$ cat src/rtl/multi_cycle_adder_pkg.sv
// Shared definitions for the multi-cycle adder: FSM state encoding and
// slice-count derivations used to size the slice counter.
package multi_cycle_adder_pkg;

    localparam logic [1:0] ST_IDLE = 2'd0;
    localparam logic [1:0] ST_RUN  = 2'd1;
    localparam logic [1:0] ST_DONE = 2'd2;

    function automatic int nslice(input int width, input int chunk);
        return width / chunk;
    endfunction

    // A single-slice configuration still needs a 1-bit counter to be legal.
    function automatic int cnt_width(input int n);
        return (n <= 1) ? 1 : $clog2(n);
    endfunction

endpackage

$ cat src/rtl/multi_cycle_adder_if.sv
// Start/done handshake and operand/result bundle of the multi-cycle adder.
// The requester drives through master; the adder sits on slave.
interface multi_cycle_adder_if #(
    parameter int WIDTH = 16
);
    logic             start;
    logic             sub;
    logic             cin;
    logic [WIDTH-1:0] a;
    logic [WIDTH-1:0] b;
    logic             busy;
    logic             done;
    logic [WIDTH-1:0] sum;
    logic             cout;
    logic             ovf;

    modport master (
        output start, sub, cin, a, b,
        input  busy, done, sum, cout, ovf
    );

    modport slave (
        input  start, sub, cin, a, b,
        output busy, done, sum, cout, ovf
    );

endinterface

$ cat src/rtl/multi_cycle_adder_chunk_adder.sv
// Combinational CHUNK-bit ripple adder; each bit is a full adder made of two
// half adders whose carries are ORed.
module chunk_adder #(
    parameter int CHUNK = 4
) (
    input  logic [CHUNK-1:0] x,
    input  logic [CHUNK-1:0] y,
    input  logic             ci,
    output logic [CHUNK-1:0] s,
    output logic             co
);

    logic [CHUNK:0]   c;
    logic [CHUNK-1:0] p;
    logic [CHUNK-1:0] g_xy;
    logic [CHUNK-1:0] g_pc;

    assign c[0] = ci;

    for (genvar i = 0; i < CHUNK; i++) begin : g_bit
        assign p[i]    = x[i] ^ y[i];
        assign g_xy[i] = x[i] & y[i];
        assign s[i]    = p[i] ^ c[i];
        assign g_pc[i] = p[i] & c[i];
        assign c[i+1]  = g_xy[i] | g_pc[i];
    end

    assign co = c[CHUNK];

endmodule

$ cat src/rtl/multi_cycle_adder.sv
// Sequential adder/subtractor: one CHUNK-bit slice per clock from the LSB,
// carry held in a register between slices, start/done handshake.
module multi_cycle_adder
    import multi_cycle_adder_pkg::*;
#(
    parameter int WIDTH = 16,
    parameter int CHUNK = 4
) (
    input  logic                 clk,
    input  logic                 rst,
    multi_cycle_adder_if.slave   bus
);

    localparam int NSLICE = nslice(WIDTH, CHUNK);
    localparam int CW     = cnt_width(NSLICE);

    if (CHUNK < 1 || CHUNK > WIDTH || (WIDTH % CHUNK) != 0) begin : g_bad_cfg
        $error("multi_cycle_adder: WIDTH must be a non-zero multiple of CHUNK");
    end

    logic [1:0]       state_q, state_d;
    logic [CW-1:0]    cnt_q,   cnt_d;
    logic             carry_q, carry_d;
    logic [WIDTH-1:0] a_q,     a_d;
    logic [WIDTH-1:0] b_q,     b_d;
    logic [WIDTH-1:0] sum_q,   sum_d;
    logic             cout_q,  cout_d;
    logic             ovf_q,   ovf_d;

    logic [CHUNK-1:0] a_sl;
    logic [CHUNK-1:0] b_sl;
    logic [CHUNK-1:0] s_sl;
    logic             co_sl;
    logic             last;
    logic             accept;

    always_comb begin
        a_sl = '0;
        b_sl = '0;
        for (int i = 0; i < NSLICE; i++) begin
            if (cnt_q == CW'(i)) begin
                a_sl = a_q[i*CHUNK +: CHUNK];
                b_sl = b_q[i*CHUNK +: CHUNK];
            end
        end
    end

    chunk_adder #(
        .CHUNK (CHUNK)
    ) u_chunk (
        .x  (a_sl),
        .y  (b_sl),
        .ci (carry_q),
        .s  (s_sl),
        .co (co_sl)
    );

    assign last   = (cnt_q == CW'(NSLICE - 1));
    assign accept = bus.start && (state_q == ST_IDLE || state_q == ST_DONE);

    always_comb begin
        state_d = state_q;
        cnt_d   = cnt_q;
        carry_d = carry_q;
        a_d     = a_q;
        b_d     = b_q;
        sum_d   = sum_q;
        cout_d  = cout_q;
        ovf_d   = ovf_q;
        case (state_q)
            ST_IDLE, ST_DONE: begin
                if (accept) begin
                    state_d = ST_RUN;
                    a_d     = bus.a;
                    // Subtraction is A + ~B + 1: invert B here, force carry-in.
                    b_d     = bus.sub ? ~bus.b : bus.b;
                    carry_d = bus.sub | bus.cin;
                    cnt_d   = '0;
                    sum_d   = '0;
                    cout_d  = 1'b0;
                    ovf_d   = 1'b0;
                end else begin
                    state_d = ST_IDLE;
                end
            end
            ST_RUN: begin
                for (int i = 0; i < NSLICE; i++) begin
                    if (cnt_q == CW'(i)) begin
                        sum_d[i*CHUNK +: CHUNK] = s_sl;
                    end
                end
                carry_d = co_sl;
                cnt_d   = cnt_q + CW'(1);
                if (last) begin
                    state_d = ST_DONE;
                    cout_d  = co_sl;
                    ovf_d   = (a_q[WIDTH-1] == b_q[WIDTH-1]) &&
                              (sum_d[WIDTH-1] != a_q[WIDTH-1]);
                end
            end
            default: state_d = ST_IDLE;
        endcase
    end

    always_ff @(posedge clk) begin
        if (rst) begin
            state_q <= ST_IDLE;
            cnt_q   <= '0;
            carry_q <= 1'b0;
            sum_q   <= '0;
            cout_q  <= 1'b0;
            ovf_q   <= 1'b0;
        end else begin
            state_q <= state_d;
            cnt_q   <= cnt_d;
            carry_q <= carry_d;
            sum_q   <= sum_d;
            cout_q  <= cout_d;
            ovf_q   <= ovf_d;
        end
    end

    // Operand registers are only read in RUN, which always follows a load.
    always_ff @(posedge clk) begin
        a_q <= a_d;
        b_q <= b_d;
    end

    assign bus.busy = (state_q == ST_RUN);
    assign bus.done = (state_q == ST_DONE);
    assign bus.sum  = sum_q;
    assign bus.cout = cout_q;
    assign bus.ovf  = ovf_q;

endmodule

$ cat src/flat_wrapper.sv
// flat-port wrapper written by rule: the top's interface ports become plain ports
module multi_cycle_adder_flat import multi_cycle_adder_pkg::*;
#(
    parameter int WIDTH = 16,
    parameter int CHUNK = 4
)
  (clk, rst, bus_start, bus_sub, bus_cin, bus_a, bus_b, bus_busy, bus_done, bus_sum, bus_cout, bus_ovf);
  multi_cycle_adder_if #(.WIDTH(WIDTH)) bus_i ();
  input  logic clk;
  input  logic rst;
  input wire logic [$bits(bus_i.start)-1:0] bus_start;
  input wire logic [$bits(bus_i.sub)-1:0] bus_sub;
  input wire logic [$bits(bus_i.cin)-1:0] bus_cin;
  input wire logic [$bits(bus_i.a)-1:0] bus_a;
  input wire logic [$bits(bus_i.b)-1:0] bus_b;
  output wire logic [$bits(bus_i.busy)-1:0] bus_busy;
  output wire logic [$bits(bus_i.done)-1:0] bus_done;
  output wire logic [$bits(bus_i.sum)-1:0] bus_sum;
  output wire logic [$bits(bus_i.cout)-1:0] bus_cout;
  output wire logic [$bits(bus_i.ovf)-1:0] bus_ovf;
  assign bus_i.start = bus_start;
  assign bus_i.sub = bus_sub;
  assign bus_i.cin = bus_cin;
  assign bus_i.a = bus_a;
  assign bus_i.b = bus_b;
  assign bus_busy = bus_i.busy;
  assign bus_done = bus_i.done;
  assign bus_sum = bus_i.sum;
  assign bus_cout = bus_i.cout;
  assign bus_ovf = bus_i.ovf;
  multi_cycle_adder #(.WIDTH(WIDTH), .CHUNK(CHUNK)) u_core (.clk(clk), .rst(rst), .bus(bus_i));
endmodule
$ cat config.mk
export PLATFORM = sky130hd
export DESIGN_NAME = multi_cycle_adder_flat
export DESIGN_NICKNAME = d
export VERILOG_FILES = /design/src/rtl/multi_cycle_adder_pkg.sv /design/src/rtl/multi_cycle_adder_if.sv /design/src/rtl/multi_cycle_adder_chunk_adder.sv /design/src/rtl/multi_cycle_adder.sv /design/src/flat_wrapper.sv
export SDC_FILE = /design/constraint.sdc
export NUM_CORES = 1
export LEC_CHECK = 0
export BUFFER_PORTS_ARGS = -buffer_cell sky130_fd_sc_hd__buf_2
export CELL_PAD_IN_SITES_DETAIL_PLACEMENT = 1
export CELL_PAD_IN_SITES_GLOBAL_PLACEMENT = 2
export CORE_MARGIN = 8
export CORE_UTILIZATION = 30
export DETAILED_ROUTE_END_ITERATION = 12
export PLACE_DENSITY_LB_ADDON = 0.05
export SLEW_MARGIN = 0
export SYNTH_ARGS = -nofsm -noshare
export SYNTH_HDL_FRONTEND = slang
export SYNTH_HIERARCHICAL = 1
export SYNTH_SLANG_ARGS = --single-unit
$ cat constraint.sdc
create_clock -name clk -period 3.3 [get_ports clk]
set_clock_uncertainty 0.1 [all_clocks]
set_input_delay 0 -clock clk [delete_from_list [all_inputs] [get_ports clk]]
set_output_delay 0 -clock clk [all_outputs]
set_load 0.005 [all_outputs]
# == Word-level counts from Yosys, hierarchy flattened ==
# Cells that the tools add are included.
# Widths: inputs -> output; s select.
# totals
regBits,55
latchBits,0
mem_bits_rw,0
mem_bits_ro,0
in_bits,37
out_inout_bits,20
word_cells,88
mem_count,0
# classes
n_addsub,1
n_mul,0
div_mod_pow,0
magnitude_cmp,0
n_eq_ne,12
shift,0
n_mux,28
bitwise_logic,22
reduce_logical,13
# ops
operator,n
$mux 4,13
$mux 16,2
$pmux 16 s2,1
$not 16->16,1
$reduce_and 3->1,4
$ne 2x1->1 const B,5
$and 1x1->1,8
$pmux 2 s2,2
$xor 1x1->1,8
$eq 2x2->1 const B,3
$pmux 1 s2,3
$mux 1,5
$or 1x1->1,5
$eq 2x1->1 const B,2
$logic_not 2->1,2
$mux 2,2
$reduce_and 2->1,2
$add 2x1->2 const B,1
$logic_and 1x1->1,2
$reduce_bool 2->1,1
$reduce_or 2->1,1
$eq 1x1->1,1
$logic_or 1x1->1,1
$ne 1x1->1,1

# == Longest topological paths before layout ==
# Gate-level depths: netlist of run 1.
# logic_depth
depth_word,19
depth_mapped,16
ltp_nobuf,16

# == Hierarchy ==
# The synthesis of run 1 kept the hierarchy.
# by_module_without_submodules
module,n_inst,cells_each,area_each_um2
multi_cycle_adder,1,204,2319.7
chunk_adder,1,14,117.6

# == Least setup slack after synthesis of run 1 ==
# OpenSTA, ideal clock, no wires.
# synth_path
path_type,reg2reg
start,register u_core.cnt_q[0]
end,"register u_core.ovf_q, in the netlist u_core/bus.ovf"
arrival_time_ns,3.131
required_ns,3.105
setup_slack_ns,-0.027
stages_incl_launch_ff,16
synth_period_minus_slack_ns,3.327
cell_sequence,dfxtp_1 -> inv_1 -> ha_1 -> and2b_1 -> a221oi_1 -> o31ai_1 -> inv_1 -> fa_1 -> inv_1 -> fa_1 -> fa_1 -> inv_1 -> fa_1 -> inv_1 -> a21oi_1 -> a221oi_1
# synth_via
elab_chain_len,19
# synth_rtl
element,line,rtl
"start, declared",multi_cycle_adder.sv:22,"logic [CW-1:0] cnt_q, cnt_d;"
"start signal, assigned",multi_cycle_adder.sv:115,cnt_q <= cnt_d;
$logic_not 2->1,multi_cycle_adder.sv:41,if (cnt_q == CW'(i)) begin
$mux 4 (3 in series),multi_cycle_adder.sv:41,
$mux 4 (*),multi_cycle_adder.sv:41,
net u_core.b_sl[0],multi_cycle_adder.sv:31,logic [CHUNK-1:0] b_sl;
$xor 1x1->1,multi_cycle_adder_chunk_adder.sv:21,assign p[i] = x[i] ^ y[i];
$and 1x1->1,multi_cycle_adder_chunk_adder.sv:24,assign g_pc[i] = p[i] & c[i];
$or 1x1->1 (*),multi_cycle_adder_chunk_adder.sv:25,assign c[i+1] = g_xy[i] | g_pc[i];
$and 1x1->1 (*),multi_cycle_adder_chunk_adder.sv:24,
(+3 left out),--,
$xor 1x1->1 (*),multi_cycle_adder_chunk_adder.sv:23,assign s[i] = p[i] ^ c[i];
net u_core.s_sl[3],multi_cycle_adder.sv:32,logic [CHUNK-1:0] s_sl;
$mux 4 (*),multi_cycle_adder.sv:88,if (cnt_q == CW'(i)) begin
$mux 4 (*),multi_cycle_adder.sv:70,case (state_q)
$ne 1x1->1 (*),multi_cycle_adder.sv:98,(sum_d[WIDTH-1] != a_q[WIDTH-1]);
$logic_and 1x1->1 (*),multi_cycle_adder.sv:97,ovf_d = (a_q[WIDTH-1] == b_q[WIDTH-1]) &&
$mux 1 (*),multi_cycle_adder.sv:94,if (last) begin
$pmux 1 s2 (*),multi_cycle_adder.sv:70,
"end signal, assigned",multi_cycle_adder.sv:119,ovf_q <= ovf_d;
"end, declared",multi_cycle_adder.sv:28,"logic ovf_q, ovf_d;"
# The timed path passes the listed nets; every way through them passes the cells marked *. The select of a mux whose other input is x is not followed.
# A chain may end at the register's enable or synchronous reset.

# == Worst setup path in the final report of run 1 ==
# layout_path
start,register u_core.cnt_q[0]
end,"register u_core.ovf_q, in the netlist u_core/bus.ovf"
# layout_via
elab_chain_len,19
# layout_rtl
element,line,rtl
$logic_not 2->1,multi_cycle_adder.sv:41,
$mux 4 (3 in series),multi_cycle_adder.sv:41,
$mux 4 (*),multi_cycle_adder.sv:41,
net u_core.a_sl[0],multi_cycle_adder.sv:30,logic [CHUNK-1:0] a_sl;
$xor 1x1->1,multi_cycle_adder_chunk_adder.sv:21,
$and 1x1->1,multi_cycle_adder_chunk_adder.sv:24,
$or 1x1->1 (*),multi_cycle_adder_chunk_adder.sv:25,
$and 1x1->1 (*),multi_cycle_adder_chunk_adder.sv:24,
(+3 left out),--,
$xor 1x1->1 (*),multi_cycle_adder_chunk_adder.sv:23,
net u_core.s_sl[3],multi_cycle_adder.sv:32,
$mux 4 (*),multi_cycle_adder.sv:88,
$mux 4 (*),multi_cycle_adder.sv:70,
$ne 1x1->1 (*),multi_cycle_adder.sv:98,
$logic_and 1x1->1 (*),multi_cycle_adder.sv:97,
$mux 1 (*),multi_cycle_adder.sv:94,
$pmux 1 s2 (*),multi_cycle_adder.sv:70,
# Marks and branches as above.

==> key figures, run 1 <==
Setup path
  – CP Launch Type: flip-flop
  – R2r startpoint: u_core/cnt_q[0]
  – Maximum fanout along the worst path: 4
  – R2R setup slack: 0.03 ns
  – R2R Path End: u_core/bus.ovf
  – Critical Path End Type: flip-flop
  – CP arrival: 3.40 ns
  – R2R cell count: 15
  – Critical path data required time: 3.43 ns
  – Critical path class: reg -> reg

Floorplan
  – Die X-Extent: 106 um
  – Core ar.: 8050 sq um
  – Starting Density: 30.3%
  – Io pins: 57
  – FP Rows: 33
  – Die area: 11300 sq um
  – DIE HEIGHT: 106 um

Timing
  – Final Hold Vio Count: 0
  – Max-slew violation count: 0
  – Fin crit share: 99.1%
  – Tightest Pin Transition: 0.655 ns
  – F_max: 306 MHz
  – Post-layout worst setup margin: 0.0296 ns
  – Relative slew slack: 56.3%
  – RSZ-0062 raised after global routing: true
  – Final setup viols: 0
  – Hold slack: about 0.024 ns
  – Minimum clock period: about 3.3 ns

Logic synthesis
  – Synthesized flop and latch total: 55
  – Synth warn: 6
  – Top-count cell post-synth: nand3_1
  – Register area share after synthesis: 58.3%
  – Most used DFF post-synth: edfxtp_1
  – Number of flops mapped to enable cells by yosys: 32
  – Top cell type's share of synthesized area: about two fifths
  – Post-synth top area cell: edfxtp_1
  – Mapped Nets: roughly 260
  – Post-synth top cells: nand3_1 (36), edfxtp_1 (32), dfxtp_1 (23)
  – Syn Std Cell Area: about 2400 sq um
  – Gate Count Post-Synth: between 200 and 250
  – Share of synthesized registers carrying an async set or reset: 0%
  – Distinct cells, synth: 25
  – Main area contributors after synthesis: edfxtp_1 (39%), dfxtp_1 (19%), nand3_1 (7.4%)
  – Syn Area/Cell: 11.2 sq um

Clocking
  – Htree depth: 2
  – CTS tree: built
  – Clk sinks: 55
  – Total CTS buffers: 5
  – Maximum clock path buffer count: 2
  – CTS root buffer: clkbuf_8
  – Worst-skew pair later-pin latency: approximately 0.31 ns
  – Reg clk slew, reported paths: 0.10 ns

Global route
  – Number of global-route vias before repair: 2097
  – Gr usage total: a little under an eighth
  – GR Overflow Total: 0
  – Largest net degree at the start of global routing: 35
  – First-pass GRT wire length: 10600 um
  – Initial antenna violation count: 0

Power
  – Int Pwr: 1.16 mW
  – Pleak: ~1.4 nW
  – Power Total: 1.59 mW
  – Seq pwr share: about half
  – Clock network power share: 28.5%
  – Power Density: 463 nW/um^2
  – Switching share of total power: between 20% and 30%
  – NetSw: 435 uW
  – Comb power frac: between 20% and 30%
  – Peak VDD IR: around 0.21 mV

Cells and area
  – N_diodes: 0
  – Fin util: 42.7%
  – Area growth, synth to finish: 41.1%
  – Share of layout cells above drive strength 1: about a third
  – NumNets Final: around 360

Min path
  – Min-delay worst type: in -> reg
  – Hold depth: 2
  – Worst hold start: rst
  – WHS Endpoint: u_core/state_q[0]

Route
  – Vias post-DR: 1947
  – Drt first pass iters: 4
  – DR vias/cell: between 4 and 5
  – DRC: 0
  – Wire length per cell: approximately 16 um
  – Antenna Nets Post-Route: 0
  – DRT iter0 DRCs: 38
  – Routed WL: about 6600 um

Place
  – Gpl congestion: 0.702
  – HPWL after DPL: between 4000 and 5000 um
  – Port-buffer cells: 56
  – Pre-CTS WS: -0.174 ns

Run
  – Max-cap viol count: 0

Outcome
  – Status: completed
critical path: stages (launching register included):
cell and delay (ns):
dfxtp_4 0.39, inv_4 0.05, ha_4 0.15, and2b_2 0.22
a221oi_2 0.24, o31ai_1 0.10, inv_1 0.09, fa_2 0.20
inv_2 0.04, fa_2 0.36, fa_2 0.36, inv_2 0.06
fa_1 0.41, inv_2 0.10, a21oi_1 0.08, a221oi_2 0.22
cells in the final DEF, fill, tap and decap left out:
| cell | netlist | final |
|---|---|---|
| buf_2 | 5 | 56 |
| nand3_1 | 36 | 34 |
| dlygate4sd3_1 | 0 | 33 |
| edfxtp_1 | 32 | 32 |
| a21oi_1 | 21 | 21 |
| dfxtp_1 | 23 | 21 |
| xor2_1 | 16 | 16 |
| buf_4 | 2 | 15 |
| nand2_1 | 12 | 12 |
| inv_1 | 16 | 10 |
| nor2b_1 | 8 | 8 |
| o31ai_1 | 7 | 7 |
| clkbuf_8 | 0 | 5 |
| a221oi_1 | 8 | 5 |
| nand3b_1 | 4 | 4 |
| inv_2 | 0 | 4 |
| nand2b_1 | 3 | 3 |
| a221oi_2 | 0 | 3 |
| nor2_1 | 3 | 3 |
| fa_2 | 0 | 3 |
| inv_4 | 0 | 2 |
| o21ai_0 | 2 | 2 |
| nand3_2 | 0 | 2 |
| ha_4 | 0 | 2 |
| ha_2 | 0 | 2 |
| bufinv_16 | 0 | 1 |
| clkinv_4 | 0 | 1 |
| clkinvlp_2 | 0 | 1 |
| a22o_1 | 1 | 1 |
| and2b_2 | 0 | 1 |
| a31oi_1 | 1 | 1 |
| mux2_2 | 1 | 1 |
| o32ai_2 | 0 | 1 |
| o21a_1 | 1 | 1 |
| dfxtp_4 | 0 | 1 |
| dfxtp_2 | 0 | 1 |
| buf_6 | 0 | 1 |
| fa_1 | 4 | 1 |
per-stage QoR:
stage	instances	TNS (ns)	instance area, sq um
after floorplan	218	0	2440
after global placement	380	-0.0249	2900
after detailed placement	380	-0.697	2900
after CTS	421	0	3370
after global routing	423	-0.626	3440
final	423	0	3440
repair_timing:
action	4_1_cts	5_1_grt
hold buffers	33	0
gates resized for setup	11	15
endpoints found under the setup margin	5	5
pin swaps	4	9
endpoints found under the hold margin	33	0
setup buffers	0	2
per-layer routing:
layer  GRT usage [%]  routed length, um
met4            3.62                 48
met1            14.2               2830
met3            3.39                314
met2            20.0               3400
met5               0                  0
cell type report:
type	count	area, sq um
fill	900	4610
sequential	55	1430
multi-input combinational	134	968
timing repair buffer	105	734
tap	105	131
clock buffer	5	68.8
inverter	16	65.1
clock inverter	3	43.8
worst max-delay path by stage:
stage	start	end	slack (ns)	cells past startpoint
floorplan	u_core/cnt_q[0]	u_core/bus.ovf	0.01	15
global placement	u_core/cnt_q[0]	u_core/bus.ovf	-0.02	13
detailed placement	u_core/cnt_q[0]	u_core/bus.ovf	-0.17	15
CTS	u_core/cnt_q[0]	u_core/bus.ovf	0.02	15
global route	u_core/cnt_q[0]	u_core/bus.sum[3]	-0.14	16
finish	u_core/cnt_q[0]	u_core/bus.ovf	0.03	15
power by group through the flow:
stage,Combinational (mW),Clock (mW),Sequential [mW]
detailed placement,0.286,0,0.808
finish,0.345,0.453,0.793
global placement,0.281,0,0.808
floorplan,0.164,0,0.803
global route,0.386,0.496,0.798
CTS,0.328,0.476,0.793
kinds of logic after synthesis:
logic type      synth area share [%]
fa+ha+maj                       5.34
xor+xnor                        5.75
flops                           58.3
simple gates                    14.1
buf+inv                         5.03
compound gates                  11.0
mux                            0.462
flip-flops by register name, indices dropped and copies added, names as in the netlist:
name and flops:
u_core/a_q 16, u_core/b_q 16, u_core/bus.cout 1, u_core/bus.ovf 1, u_core/bus.sum 16, u_core/carry_q 1
u_core/cnt_q 2, u_core/state_q 2
Note: power is estimated with default switching activity, not from simulation.
==> run 2: changes to the inputs <==
- CORE_UTILIZATION: 30 -> 31
- SLEW_MARGIN: 0 -> default
- SYNTH_HIERARCHICAL: 1 -> default
==> run 2 against run 1 <==
Against the previous run:
- the run now ends with negative setup slack left
- worst setup slack lost 0.036 ns
- utilization shrank 0.11 points
- cell area shrank 0.25%
- largest power group unchanged
==> key figures, run 2 <==
Power
  – Switching share of total power: 27.6% (was 27.3%)
  – Pleak: 1.37 nW (was 1.36 nW)
  – Clock network power share: 24.6% (was 28.5%)
  – Power Total: 1.51 mW (was 1.59 mW)
  – Int Pwr: 1.10 mW (was 1.16 mW)
  – Comb power frac: 23.0% (was 21.7%)
  – Peak VDD IR: 0.173 mV (was 0.209 mV)
  – NetSw: 418 uW (was 435 uW)
  – Seq pwr share: 52.4% (was 49.8%)
  – Power Density: 441 nW/um^2 (was 463 nW/um^2)

Setup path
  – Critical Path End Type: flip-flop (unchanged)
  – Maximum fanout along the worst path: 5 (was 4)
  – Critical path class: reg -> reg (unchanged)
  – CP top delay family: adder cells (unchanged)
  – Max stage delay on crit path: 0.58 ns (was 0.41 ns)
  – WP buf/inv: 1 (was 5)
  – CP arrival: 3.40 ns (about the same)
  – CP Launch Type: flip-flop (unchanged)
  – Critical path data required time: 3.39 ns (was 3.43 ns)
  – Critical-path cell list: inv_4 -> ha_4 -> nor2b_4 -> a221o_1 -> a22oi_2 -> fa_2 -> fa_2 -> fa_2 -> fa_2 -> and4bb_2 -> a31oi_1 -> nor2_1 (was inv_4 -> ha_4 -> and2b_2 -> a221oi_2 -> o31ai_1 -> inv_1 -> fa_2 -> inv_2 -> fa_2 -> fa_2 -> inv_2 -> fa_1 -> inv_2 -> a21oi_1 -> a221oi_2)
  – Most common cell on crit path: fa_2
  – Critical Path Slowest Stage Cell: fa_2 (was fa_1)

Outcome
  – Status: finished with violations (was completed)
  – Failing checks: negative setup slack

Cells and area
  – NumNets Final: 353 (was 362)
  – Fin util: 42.6% (was 42.7%)
  – Final instance area: 3430 sq um (was 3440 sq um)
  – Fin cells: 414 (was 423)
  – Commonest non-fill, non-tap cell in the layout: buf_2 (unchanged)
  – Commonest non-fill, non-tap cells in the layout: buf_2 (56), dlygate4sd3_1 (32), edfxtp_1 (32), dfxtp_1 (21), a21oi_1 (18) (was buf_2 (56), nand3_1 (34), dlygate4sd3_1 (33), edfxtp_1 (32))
  – Share of layout cells above drive strength 1: 34.6% (was 32.4%)
  – N_diodes: 0 (unchanged)
  – Area growth, synth to finish: 35.5% (was 41.1%)

Floorplan
  – Starting Density: 31.4% (was 30.3%)
  – Io pins: 57 (unchanged)
  – Die area: 11300 sq um (about the same)
  – FP Rows: 33 (unchanged)
  – DIE HEIGHT: 106 um (about the same)
  – Core ar.: 8050 sq um (unchanged)
  – Die X-Extent: 106 um (about the same)

Timing
  – Fin crit share: 100% (was 99.1%)
  – Relative slew slack: 53.6% (was 56.3%)
  – Final setup viols: 1 (was 0)
  – F_max: 302 MHz (was 306 MHz)
  – Setup TNS: -0.00660 ns (was 0 ns)
  – RSZ-0062 raised after global routing: true (unchanged)
  – Hold slack: 0.0238 ns (was 0.0237 ns)
  – Minimum clock period: 3.31 ns (was 3.27 ns)
  – Tightest Pin Transition: 0.695 ns (was 0.655 ns)
  – Final Hold Vio Count: 0 (unchanged)
  – Post-layout worst setup margin: -0.00660 ns (was 0.0296 ns)
  – Max-slew violation count: 0 (unchanged)

Logic synthesis
  – Gate Count Post-Synth: 216 (was 218)
  – Top-count cell post-synth: edfxtp_1 (was nand3_1)
  – Synthesized flop and latch total: 55 (unchanged)
  – Mapped Nets: 261 (was 263)
  – Syn Std Cell Area: 2530 sq um (was 2440 sq um)
  – Main area contributors after synthesis: edfxtp_1 (38%), dfxtp_1 (18%), xor2_1 (5.5%) (was edfxtp_1 (39%), dfxtp_1 (19%), nand3_1 (7.4%))
  – Syn Area/Cell: 11.7 sq um (was 11.2 sq um)
  – Post-synth top cells: edfxtp_1 (32), dfxtp_1 (23), a21oi_1 (18) (was nand3_1 (36), edfxtp_1 (32), dfxtp_1 (23))
  – Number of flops mapped to enable cells by yosys: 32 (unchanged)
  – Distinct cells, synth: 36 (was 25)
  – Register area share after synthesis: 56.2% (was 58.3%)
  – Synth warn: 0 (was 6)
  – Most used DFF post-synth: edfxtp_1 (unchanged)
  – Share of synthesized registers carrying an async set or reset: 0% (unchanged)
  – Top cell type's share of synthesized area: 38.0% (was 39.4%)
  – Post-synth top area cell: edfxtp_1 (unchanged)

Clocking
  – Worst-skew pair later-pin latency: 0.30 ns (was 0.31 ns)
  – Reg clk slew, reported paths: 0.10 ns (about the same)
  – Maximum clock path buffer count: 2 (unchanged)
  – Htree depth: 2 (unchanged)
  – Total CTS buffers: 5 (unchanged)
  – CTS root buffer: clkbuf_8 (unchanged)
  – Clk sinks: 55 (unchanged)
  – CTS tree: built (unchanged)

Place
  – HPWL after DPL: 4700 um (was 4620 um)
  – Gpl congestion: 0.714 (was 0.702)
  – Post-DP Area: 2970 sq um (was 2900 sq um)
  – Port-buffer cells: 56 (unchanged)
  – Placed Cells: 373 (was 380)
  – Pre-CTS WS: -0.0931 ns (was -0.174 ns)

Global route
  – Largest net degree at the start of global routing: 35 (unchanged)
  – First-pass GRT wire length: 11200 um (was 10600 um)
  – Number of global-route vias before repair: 2187 (was 2097)
  – Initial antenna violation count: 0 (unchanged)
  – GR Overflow Total: 0 (unchanged)
  – Gr usage total: 12.3% (was 11.8%)

Route
  – Wire length per cell: 16.2 um (was 15.6 um)
  – Vias post-DR: 1951 (was 1947)
  – Routed WL: 6720 um (was 6590 um)
  – DR vias/cell: 4.71 (was 4.60)
  – Antenna Nets Post-Route: 0 (unchanged)
  – DRT iter0 DRCs: 50 (was 38)
  – DRC: 0 (unchanged)
  – Drt first pass iters: 4 (unchanged)

Min path
  – Min-delay worst type: in -> reg (unchanged)

Run
  – Max-cap viol count: 0 (unchanged)
[run 2: changes by cell type after synthesis, moves of 3 or more]
cell,change
nor3_1,+3
a22oi_1,+8
nor2b_1,-6
nand2_1,-6
a221oi_1,-8
inv_1,-5
a221o_1,+4
o31ai_1,-7
nor2_1,+12
and4bb_2,+6
nand3_1,-29
a21oi_1,-3
a31oi_1,+11
nor4bb_1,+6
[run 2: path summary, 6_finish.rpt]
kind,start,to,slack [ns],cells after the start
max,u_core.cnt_q[0],u_core.bus.sum[11],-0.007,12
min,rst,u_core.bus.sum[11],0.02,2
max reg2reg,u_core.cnt_q[0],u_core.bus.sum[11],-0.007,12
min reg2reg,u_core.bus.cout,u_core.bus.cout,0.37,2
[run 2: power by group through the flow]
stage | Sequential, mW | Clock [mW] | Combinational [mW]
CTS | 0.794 | 0.387 | 0.352
finish | 0.793 | 0.373 | 0.348
global route | 0.798 | 0.410 | 0.387
global placement | 0.808 | 0 | 0.311
floorplan | 0.804 | 0 | 0.187
detailed placement | 0.808 | 0 | 0.312
[run 2: routing by layer]
layer  wire length [um]  up-vias  share of wire, %  global-route usage (%)
li1                   -      962                 -                       -
met3                262        6               3.9                    2.90
met4                 68        0               1.0                    3.02
met5                  0        -                 0                       0
met1               3050      937                45                    14.5
met2               3340       46                50                    22.0
[run 2: repair_timing]
action,CTS,global route
endpoints found under the hold margin,32,0
setup buffers,1,1
gates resized for setup,12,1
pin swaps,1,1
cloned,0,0
hold buffers,32,0
endpoints found under the setup margin,4,4
[run 2: area by class of cell]
type                    count  area (sq um)
fillers                   889          4620
flip-flops and latches     55          1430
multi-input cells         132          1040
repair buffers            101           698
well taps                 105           131
clock buffers               6          72.6
inverters                  13          51.3
clock inverters             2          12.5
[run 2: kinds of logic (layout without fill, tap and decap cells)]
logic type,Yosys count,in the layout,synth area share [%]
xor+xnor,16,16,5.54
compound gates,50,50,13.1
simple gates,57,57,14.5
fa+ha+maj,8,8,5.14
flops,55,55,56.2
buf+inv,29,122,5.14
mux,1,1,0.445
==> run 3: changes to the inputs <==
- BUFFER_PORTS_ARGS: -buffer_cell sky130_fd_sc_hd__buf_2 -> -buffer_cell sky130_fd_sc_hd__buf_4
- PLACE_DENSITY: default -> 0.77
- PLACE_DENSITY_LB_ADDON: 0.05 -> default
==> run 3 against run 2 <==
Against the previous run:
- the flow still finishes with violations (negative setup slack)
- first-iteration DRC count increased by 32%
- sequential share of layout area down 3.0 points
- critical path depth unchanged
- combinational power increased by 8.3%
- register-to-register slack about the same
- worst setup slack gained 0.0062 ns
- highest routed layer unchanged
- count of clock-buffer cells in the layout unchanged
- die area unchanged
- sequential cell count is the same
- cell area up 7.7%
- wire length up 4.0%
- critical endpoint unchanged
- largest cell class unchanged
==> key figures, run 3 (synthesis gave the netlist of run 2 again) <==
Outcome
  – Status: finished with violations (unchanged)
  – Failing checks: negative setup slack (unchanged)

Timing
  – RSZ-0062 raised after global routing: true (unchanged)
  – Tightest Pin Transition: 0.693 ns (was 0.695 ns)
  – Fin crit share: 100% (about the same)
  – Hold slack: 0.0266 ns (was 0.0238 ns)
  – Minimum clock period: 3.30 ns (was 3.31 ns)
  – Relative slew slack: 53.8% (was 53.6%)
  – Final setup viols: 1 (unchanged)
  – F_max: 303 MHz (was 302 MHz)
  – Max-slew violation count: 0 (unchanged)
  – Setup TNS: -0.000437 ns (was -0.00660 ns)
  – Post-layout worst setup margin: -0.000437 ns (was -0.00660 ns)
  – Final Hold Vio Count: 0 (unchanged)

Global route
  – Largest net degree at the start of global routing: 35 (unchanged)
  – First-pass GRT wire length: 11500 um (was 11200 um)
  – GR Overflow Total: 0 (unchanged)
  – Gr usage total: 12.7% (was 12.3%)
  – Number of global-route vias before repair: 2272 (was 2187)
  – Initial antenna violation count: 0 (unchanged)

Setup path
  – Maximum fanout along the worst path: 5 (unchanged)
  – Critical-path cell list: inv_6 -> ha_4 -> nor2b_4 -> a221o_1 -> a22oi_2 -> fa_2 -> fa_2 -> fa_2 -> fa_2 -> and4bb_2 -> a31oi_1 -> nor2_1 (was inv_4 -> ha_4 -> nor2b_4 -> a221o_1 -> a22oi_2 -> fa_2 -> fa_2 -> fa_2 -> fa_2 -> and4bb_2 -> a31oi_1 -> nor2_1)
  – CP Launch Type: flip-flop (unchanged)
  – Critical path data required time: 3.40 ns (was 3.39 ns)
  – Critical path class: reg -> reg (unchanged)
  – CP arrival: 3.40 ns (about the same)
  – Critical Path End Type: flip-flop (unchanged)
  – Critical Path Slowest Stage Cell: fa_2 (unchanged)
  – Max stage delay on crit path: 0.60 ns (was 0.58 ns)
  – Most common cell on crit path: fa_2 (unchanged)

Clocking
  – Maximum clock path buffer count: 2 (unchanged)
  – CTS root buffer: clkbuf_8 (unchanged)
  – Clk sinks: 55 (unchanged)
  – Reg clk slew, reported paths: 0.10 ns (about the same)
  – Htree depth: 2 (unchanged)
  – Total CTS buffers: 5 (unchanged)
  – Worst-skew pair later-pin latency: 0.31 ns (was 0.30 ns)
  – CTS tree: built (unchanged)

Route
  – Met3 wire len: 377 um (was 262 um)
  – DR vias/cell: 4.80 (was 4.71)
  – Routed WL: 6990 um (was 6720 um)
  – Drt first pass iters: 4 (unchanged)
  – Wire length per cell: 16.7 um (was 16.2 um)
  – M1 WL: 2930 um (was 3050 um)
  – Antenna Nets Post-Route: 0 (unchanged)
  – Vias post-DR: 2013 (was 1951)
  – Met2 WL: 3610 um (was 3340 um)
  – DRT iter0 DRCs: 66 (was 50)
  – DR top layer: met4 (unchanged)
  – DRC: 0 (unchanged)

Floorplan
  – DIE HEIGHT: 106 um (unchanged)
  – Starting Density: 31.4% (unchanged)
  – Die area: 11300 sq um (unchanged)
  – FP Rows: 33 (unchanged)
  – Io pins: 57 (unchanged)
  – Core ar.: 8050 sq um (unchanged)
  – Die X-Extent: 106 um (unchanged)

Place
  – HPWL after DPL: 4700 um (about the same)
  – Gpl congestion: 0.755 (was 0.714)
  – Post-DP Area: 3120 sq um (was 2970 sq um)
  – Port-buffer cells: 56 (unchanged)

Power
  – Peak VDD IR: 0.235 mV (was 0.173 mV)
  – Pleak: 1.46 nW (was 1.37 nW)
  – Power Density: 459 nW/um^2 (was 441 nW/um^2)

Cells and area
  – Final instance area: 3690 sq um (was 3430 sq um)
  – Filler instances: 871 (was 889)
  – Commonest non-fill, non-tap cell in the layout: buf_4 (was buf_2)
  – Share of layout cells above drive strength 1: 36.3% (was 34.6%)
  – Commonest non-fill, non-tap cells in the layout: buf_4 (73), dlygate4sd3_1 (33), edfxtp_1 (32), dfxtp_1 (21) (was buf_2 (56), dlygate4sd3_1 (32), edfxtp_1 (32), dfxtp_1 (21), a21oi_1 (18))
  – Area growth, synth to finish: 45.9% (was 35.5%)
  – N_diodes: 0 (unchanged)
  – NumNets Final: 358 (was 353)

Run
  – Max-cap viol count: 0 (unchanged)

Min path
  – Min-delay worst type: in -> reg (unchanged)
==> run 3: changes by cell type in the layout (fill, tap and decap cells not counted), sizes merged <==
cell         previous run  this run
buf                    69        73
bufinv                  0         2
clkinvlp                2         0
dlygate4sd3            32        33
==> run 3: final timing paths <==
check,to,depth (start not counted),from,slack (ns)
min,u_core.carry_q,3,bus_cin,0.03
max,u_core.bus.sum[11],12,u_core.cnt_q[0],-0.0004
max reg2reg,u_core.bus.sum[11],12,u_core.cnt_q[0],-0.0004
min reg2reg,u_core.bus.sum[12],2,u_core.bus.sum[12],0.37
==> run 3: layer usage <==
metal | GRT usage, % | up-vias
met5 | 0 | -
met4 | 3.62 | 0
met3 | 3.87 | 7
met2 | 22.6 | 49
met1 | 14.4 | 985
li1 | - | 972
==> run 3: what timing repair did <==
item | 4_1_cts | 5_1_grt
setup buffers | 2 | 1
endpoints found under the hold margin | 54 | 0
resized for setup | 17 | 3
setup endpoints to repair | 4 | 4
hold buffers | 33 | 0
pin swaps | 1 | 1
==> run 3: area by class of cell <==
class | count | area (sq um) | share of cell area [%]
Inverter | 13 | 53.8 | 1.46
Clock inverter | 2 | 60.1 | 1.63
Tap cell | 105 | 131 | 3.56
Multi-Input combinational cell | 132 | 1070 | 29.0
Clock buffer | 6 | 72.6 | 1.96
Timing Repair Buffer | 106 | 878 | 23.8
Sequential cell | 55 | 1430 | 38.6
==> run 3: critical path, delay by kind of cell, from the launching register on <==
| family | cells | cell delay [ns] |
|---|---|---|
| flip-flops | 1 | 0.38 |
| adder cells (fa/ha/maj) | 5 | 1.78 |
| buffers and inverters | 1 | 0.08 |
| AO/OA/AOI/OAI | 3 | 0.39 |
| AND/OR/NAND/NOR | 3 | 0.45 |
==> run 3: report_power, final <==
part / total, mW / internal [mW] / switching [mW] / leakage, nW
sequential: 0.798 / 0.775 / 0.0230 / 0.494
combinational: 0.377 / 0.194 / 0.182 / 0.900
clock: 0.521 / 0.303 / 0.218 / 0.0654
==> run 3: stage by stage <==
step	util [%]	total power, mW	worst slack (ns)	instances
6_report	45.9	1.70	-0.000437	419
5_1_grt	45.9	1.77	-0.126	419
4_1_cts	45.5	1.71	0.0133	418
3_5_place_dp	38.8	1.13	-0.199	375
3_3_place_gp	38.8	1.13	-0.0531	375
2_1_floorplan	-	0.991	0.00529	216
